--- src/rtl/risc8_uart_rx.sv ---
// risc8 receive UART: 8N1 deserialiser with IO-bus registers at BASE..BASE+2.
// Define RISC8_UART_RX_FIFO_EN for a FIFO_DEPTH-entry FIFO; otherwise a single holding register.
module risc8_uart_rx #(
  parameter logic [6:0] BASE       = 7'h30,
  parameter int         FIFO_DEPTH = 4
) (
  input  logic       clk,
  input  logic       reset,
  input  logic       ren,
  input  logic       wen,
  input  logic [6:0] addr,
  input  logic [7:0] wdata,
  output logic [7:0] rdata,
  output logic       valid,
  input  logic       rx_in,
  output logic       irq
);

  localparam int         CNT_W     = $clog2(FIFO_DEPTH) + 1;
  localparam logic [6:0] ADDR_BAUD = BASE;
  localparam logic [6:0] ADDR_STAT = BASE + 7'd1;
  localparam logic [6:0] ADDR_DATA = BASE + 7'd2;

  typedef enum logic [2:0] {S_IDLE, S_START, S_DATA, S_STOP, S_BREAK} state_t;

  state_t           state, state_nxt;
  logic             rx_meta, rxs;
  logic [7:0]       baud_div, half_div;
  logic [7:0]       cnt, cnt_nxt;
  logic [2:0]       bit_idx, bit_idx_nxt;
  logic [7:0]       shreg, shreg_nxt;
  logic             tick, push_req, frame_err;
  logic             overrun, framing;
  logic             pop, push_ok;
  logic [CNT_W-1:0] count;
  logic             empty, full;
  logic [7:0]       head;

  assign half_div = {1'b0, baud_div[7:1]};
  assign tick     = (cnt == 8'd0);
  assign empty    = (count == '0);
  assign irq      = ~empty;
  assign pop      = ren && (addr == ADDR_DATA) && !empty;
  assign push_ok  = push_req && (!full || pop);

  always_ff @(posedge clk) begin
    if (reset) begin
      rx_meta <= 1'b1;
      rxs     <= 1'b1;
    end else begin
      rx_meta <= rx_in;
      rxs     <= rx_meta;
    end
  end

  always_ff @(posedge clk) begin
    if (reset) begin
      state   <= S_IDLE;
      cnt     <= 8'd0;
      bit_idx <= 3'd0;
      shreg   <= 8'd0;
    end else begin
      state   <= state_nxt;
      cnt     <= cnt_nxt;
      bit_idx <= bit_idx_nxt;
      shreg   <= shreg_nxt;
    end
  end

  // The detection cycle counts as the first clock of the half bit, so the
  // start sample lands exactly half_div clocks after rxs is first seen low.
  always_comb begin
    state_nxt   = state;
    cnt_nxt     = tick ? cnt : cnt - 8'd1;
    bit_idx_nxt = bit_idx;
    shreg_nxt   = shreg;
    push_req    = 1'b0;
    frame_err   = 1'b0;
    case (state)
      S_IDLE: begin
        if (!rxs) begin
          if (half_div == 8'd0) begin
            cnt_nxt     = baud_div;
            bit_idx_nxt = 3'd0;
            state_nxt   = S_DATA;
          end else begin
            cnt_nxt   = half_div - 8'd1;
            state_nxt = S_START;
          end
        end
      end
      S_START: begin
        if (tick) begin
          if (!rxs) begin
            cnt_nxt     = baud_div;
            bit_idx_nxt = 3'd0;
            state_nxt   = S_DATA;
          end else begin
            state_nxt = S_IDLE;
          end
        end
      end
      S_DATA: begin
        if (tick) begin
          shreg_nxt   = {rxs, shreg[7:1]};
          cnt_nxt     = baud_div;
          bit_idx_nxt = bit_idx + 3'd1;
          if (bit_idx == 3'd7) state_nxt = S_STOP;
        end
      end
      S_STOP: begin
        if (tick) begin
          if (rxs) begin
            push_req  = 1'b1;
            state_nxt = S_IDLE;
          end else begin
            frame_err = 1'b1;
            state_nxt = S_BREAK;
          end
        end
      end
      S_BREAK: begin
        if (rxs) state_nxt = S_IDLE;
      end
      default: state_nxt = S_IDLE;
    endcase
  end

`ifdef RISC8_UART_RX_FIFO_EN
  localparam int PTR_W = CNT_W - 1;

  logic [7:0]       mem [FIFO_DEPTH];
  logic [PTR_W-1:0] wr_ptr, rd_ptr;

  assign full = (count == CNT_W'(FIFO_DEPTH));
  assign head = mem[rd_ptr];

  always_ff @(posedge clk) begin
    if (push_ok) mem[wr_ptr] <= shreg;
  end

  always_ff @(posedge clk) begin
    if (reset) begin
      wr_ptr <= '0;
      rd_ptr <= '0;
      count  <= '0;
    end else begin
      if (push_ok) wr_ptr <= wr_ptr + PTR_W'(1);
      if (pop)     rd_ptr <= rd_ptr + PTR_W'(1);
      if (push_ok && !pop)      count <= count + CNT_W'(1);
      else if (!push_ok && pop) count <= count - CNT_W'(1);
    end
  end
`else
  logic [7:0] hold;
  logic       hold_valid;

  assign count = CNT_W'(hold_valid);
  assign full  = hold_valid;
  assign head  = hold;

  // A push in the same cycle as a pop replaces the byte being read out.
  always_ff @(posedge clk) begin
    if (reset) begin
      hold       <= 8'd0;
      hold_valid <= 1'b0;
    end else if (push_ok) begin
      hold       <= shreg;
      hold_valid <= 1'b1;
    end else if (pop) begin
      hold_valid <= 1'b0;
    end
  end
`endif

  // Flag sets take priority over a write-one-to-clear in the same cycle.
  always_ff @(posedge clk) begin
    if (reset) begin
      baud_div <= 8'd11;
      overrun  <= 1'b0;
      framing  <= 1'b0;
    end else begin
      if (wen && addr == ADDR_BAUD) baud_div <= wdata;
      overrun <= (push_req && !push_ok) ||
                 (overrun && !(wen && addr == ADDR_STAT && wdata[1]));
      framing <= frame_err ||
                 (framing && !(wen && addr == ADDR_STAT && wdata[2]));
    end
  end

  always_ff @(posedge clk) begin
    if (reset) begin
      rdata <= 8'd0;
      valid <= 1'b0;
    end else begin
      valid <= 1'b0;
      if (ren) begin
        if (addr == ADDR_BAUD) begin
          rdata <= baud_div;
          valid <= 1'b1;
        end else if (addr == ADDR_STAT) begin
          rdata <= {4'b0000, full, framing, overrun, ~empty};
          valid <= 1'b1;
        end else if (addr == ADDR_DATA) begin
          rdata <= empty ? 8'h00 : head;
          valid <= 1'b1;
        end
      end
    end
  end

endmodule

--- config.mk ---
export PLATFORM = sky130hd
export DESIGN_NAME = risc8_uart_rx
export DESIGN_NICKNAME = d
export VERILOG_FILES = /design/src/rtl/risc8_uart_rx.sv
export SDC_FILE = /design/constraint.sdc
export NUM_CORES = 1
export LEC_CHECK = 0
export ABC_CLOCK_PERIOD_IN_PS = 2100
export BUFFER_PORTS_ARGS = -buffer_cell sky130_fd_sc_hd__buf_2
export CELL_PAD_IN_SITES_DETAIL_PLACEMENT = 2
export CELL_PAD_IN_SITES_GLOBAL_PLACEMENT = 2
export CORE_ASPECT_RATIO = 1.75
export CORE_MARGIN = 2
export CORE_UTILIZATION = 31
export DETAILED_ROUTE_END_ITERATION = 12
export HOLD_SLACK_MARGIN = 0.03
export MAX_ROUTING_LAYER = met4
export PLACE_DENSITY = 0.8
export REMOVE_ABC_BUFFERS = 1
export SLEW_MARGIN = 20
export SYNTH_ARGS = -nofsm -noshare
export SYNTH_HDL_FRONTEND = slang
export SYNTH_SLANG_ARGS = --single-unit
--- constraint.sdc ---
create_clock -name clk -period 2.1 [get_ports clk]
set_input_delay 0.42 -clock clk [delete_from_list [all_inputs] [get_ports clk]]
set_output_delay 0.42 -clock clk [all_outputs]
set_load 0.005 [all_outputs]
==> run summary <==
Pint - 2330 uW
Slew HR - 70.2%
Overall Power - 3460 uW
share of total power in combinational logic - 38.7%
CTS Buffer Depth - 2
Final Util - 39.7%
Post-synth EDFFs - 0
Starting Density - 31.4%
Tcrit/Tclk final - 100%
sw frac - 32.7%
latest clock arrival within the worst-skew pair - 0.30 ns
Critical Path Max Stage Delay - 0.54 ns
drt wl/cell - 18.2 microns
min cycle time layout - 2.10 ns
H-tree depth - 2
max-slew violation count - 0
maximum vdd drop - 0.840 mV
FF+latch count, synth - 52
Rows - 45
Die Ht - 127 microns
Placeable Area - 0.00856 sq mm
hold_buf cts - 0
post-detailed-routing wire length - 9000 microns
ANT cells - 0
I/O pin cnt - 30
Post-Synthesis Cell Area - 0.00269 sq mm
CTS tree - built
hold crit path type - in -> reg
Post-Synthesis Cells - 321
DRC - 0
vias in the first global route - 2,806
PwrDens - 1020 mW/mm^2
XOR/XNOR Fraction of Synth Area - 1.96%
Filler cells - 965
nets - 401
CP Class - reg -> reg
drt pass-1 iters - 5
RePlAce Congestion - 0.830
multiplexer share of the synthesized area - 8.24%
Seq pwr share - 32.8%
RSZ-0062 raised after global routing - true
main combinational cell family by area after synthesis - simple AND/OR/NAND/NOR gates
initial antenna violation count - 0
yosys warns - 0
Max-Cap Viols - 0
I/O Buffers - 29
final hold viol count - 0
final clock skew - 0.00675 ns
Synth Area in Simple Gates - 25.8%
Total GRT Usage - 20.7%
clock tree sinks - 52
worst slew pin tran - 0.441 ns
CP top delay family - simple AND/OR/NAND/NOR gates
Post-Place Cells - 482
Sw Pwr - 1130 uW
Placed Area - 0.00316 sq mm
syn avg cell area - 8.37 sq um
post-synthesis compound-gate area fraction - 18.9%
CP Buf/Inv Count - 0
final non-filler cell area - 0.00340 sq mm
element type at the critical path start - flop
Vias/cell - 5.30
CP Data Arrival Time - 2.34 ns
Cell Chain, Critical Path - or4_4, or3_4, o32a_4, or3b_4, a21oi_2
Die X - 74.4 microns
total CTS buffers - 5
largest net degree at the start of global routing - 26
Detail Route Antenna Nets - 0
asr flop ratio synth - 0%
fraction of layout cells with a size suffix above 1 - 24.5%
Critical Path End Type - flop
first-pass GRT wire length - 14,400 microns
Slowest-stage cell, CP - or4_4
post-synthesis sequential area ratio - 38.7%
leakage power - 0.00139 uW
Starting DRT DRC Count - 82
post-synth cell types - 56
Post-Synth Adder-Cell Area - 2.79%
Hold Slack - 0.304 ns
Setup Viol. Count Final - 0
routed via count - 2,612
clock root buffer - clkbuf_16
status - completed
Syn-to-layout area delta - 26.4%
clock-pin slew on the worst setup and hold paths - 0.07 ns
clock network power share - 28.5%
Critical Path RT - 2.34 ns
ys flop type - dfxtp_1
Max Freq - 0.476 GHz
Finished Layout Cells - 493
Critical Path Fanout Max - 5
post-DP HPWL - 7020 microns
aggregate global routing overflow - 0
Die Area - 0.00946 sq mm
==> power by group through the flow <==
stage,Sequential (uW),Combinational [uW],Clock (uW)
after floorplan,1180,704,0
after global placement,1150,1170,0
after detailed placement,1160,1210,0
after CTS,1140,1250,1000
after global routing,1150,1470,1050
final,1140,1340,987
==> cell type report <==
cell class	count	area [sq um]	area share (%)
Inverter	7	26.3	0.773
Timing Repair Buffer	65	419	12.3
Clock inverter	2	38.8	1.14
Clock buffer	6	139	4.09
Tap cell	117	146	4.31
Sequential cell	52	1040	30.6
Multi-Input combinational cell	244	1590	46.7
==> worst register-to-register path: cells and delay by family (launching register included) <==
family | cells | cell delay [ns]
compound gates | 2 | 0.46
flops | 1 | 0.31
simple gates | 3 | 1.27
==> layout by cell type, fill, tap and decap left out, types with 3 or more instances in the layout <==
master,netlist,routed
dfxtp_1,52,52
and2_1,5,5
inv_1,7,7
nor3_1,6,6
xor2_1,3,3
a21oi_2,0,3
a31oi_1,7,7
or3_1,3,3
o21bai_1,4,4
nor2_1,37,37
nand2_1,37,37
clkbuf_16,0,5
ha_1,6,6
nand3b_1,6,6
a21oi_1,19,16
xnor2_1,3,3
mux2i_1,21,21
nor3b_1,3,3
a211oi_1,3,3
nand3_1,7,7
nor4_1,7,7
nor2b_1,3,3
o21ai_0,15,15
a32oi_1,3,3
buf_2,1,29
nand2b_1,6,6
buf_4,0,35
==> repair_timing <==
item | CTS | global route
setup endpoints to repair | 4 | 23
resized for setup | 3 | 7
buffers inserted | 1 | 2
pin swaps | 9 | 1
endpoints found under the hold margin | 0 | 0
==> state kept, by name, summed over array words and instances (netlist names) <==
register / cells
rx_meta: 1
baud_div: 8
overrun: 1
shreg: 8
state: 3
cnt: 8
framing: 1
rdata: 8
rxs: 1
valid: 1
bit_idx: 3
head: 8
full: 1
==> Yosys cell counts, types with 5 or more instances <==
library cell | count | area [sq um]
dfxtp_1 | 52 | 1040
nand2_1 | 37 | 139
nor2_1 | 37 | 139
mux2i_1 | 21 | 210
a21oi_1 | 19 | 95.1
clkbuf_1 | 17 | 63.8
o21ai_0 | 15 | 75.1
a31oi_1 | 7 | 43.8
inv_1 | 7 | 26.3
nand3_1 | 7 | 35.0
nor4_1 | 7 | 43.8
ha_1 | 6 | 75.1
nand2b_1 | 6 | 37.5
nand3b_1 | 6 | 45.0
nor3_1 | 6 | 30.0
and2_1 | 5 | 31.3
==> kinds of logic (layout without fill, tap and decap cells) <==
logic type | after synthesis | after routing
flip-flops | 52 | 52
XOR/XNOR | 6 | 6
AND/OR/NAND/NOR | 136 | 136
multiplexers | 22 | 22
adder cells (fa/ha/maj) | 6 | 6
AO/OA/AOI/OAI | 74 | 74
buffers and inverters | 25 | 80
==> per-layer routing <==
metal	share of wire [%]	GRT usage [%]	wire length (microns)
met5	0	-	0
met4	2.4	6.72	218
met3	2.7	2.92	242
met2	60	40.9	5420
met1	35	19.4	3120
==> per-stage QoR <==
step | setup TNS [ns] | setup WS, ns
after CTS | -0.256 | -0.0650
after global placement | -0.0978 | -0.0445
after floorplan | -0.169 | -0.0535
after detailed placement | -0.290 | -0.113
final | 0 | 0.000511
after global routing | -0.150 | -0.0458
==> final timing paths <==
check                          start  depth (start not counted)  slack, ns                      end
setup / recovery   cnt[5]$_SDFF_PP0_                          5     0.0005  bit_idx[2]$_SDFFE_PP0P_
hold reg to reg   rx_meta$_SDFF_PP1_                          1       0.42           rxs$_SDFF_PP1_
hold / removal                 rx_in                          2       0.30       rx_meta$_SDFF_PP1_
setup reg to reg   cnt[5]$_SDFF_PP0_                          5     0.0005  bit_idx[2]$_SDFFE_PP0P_
Note: power is estimated with default switching activity, not from simulation.
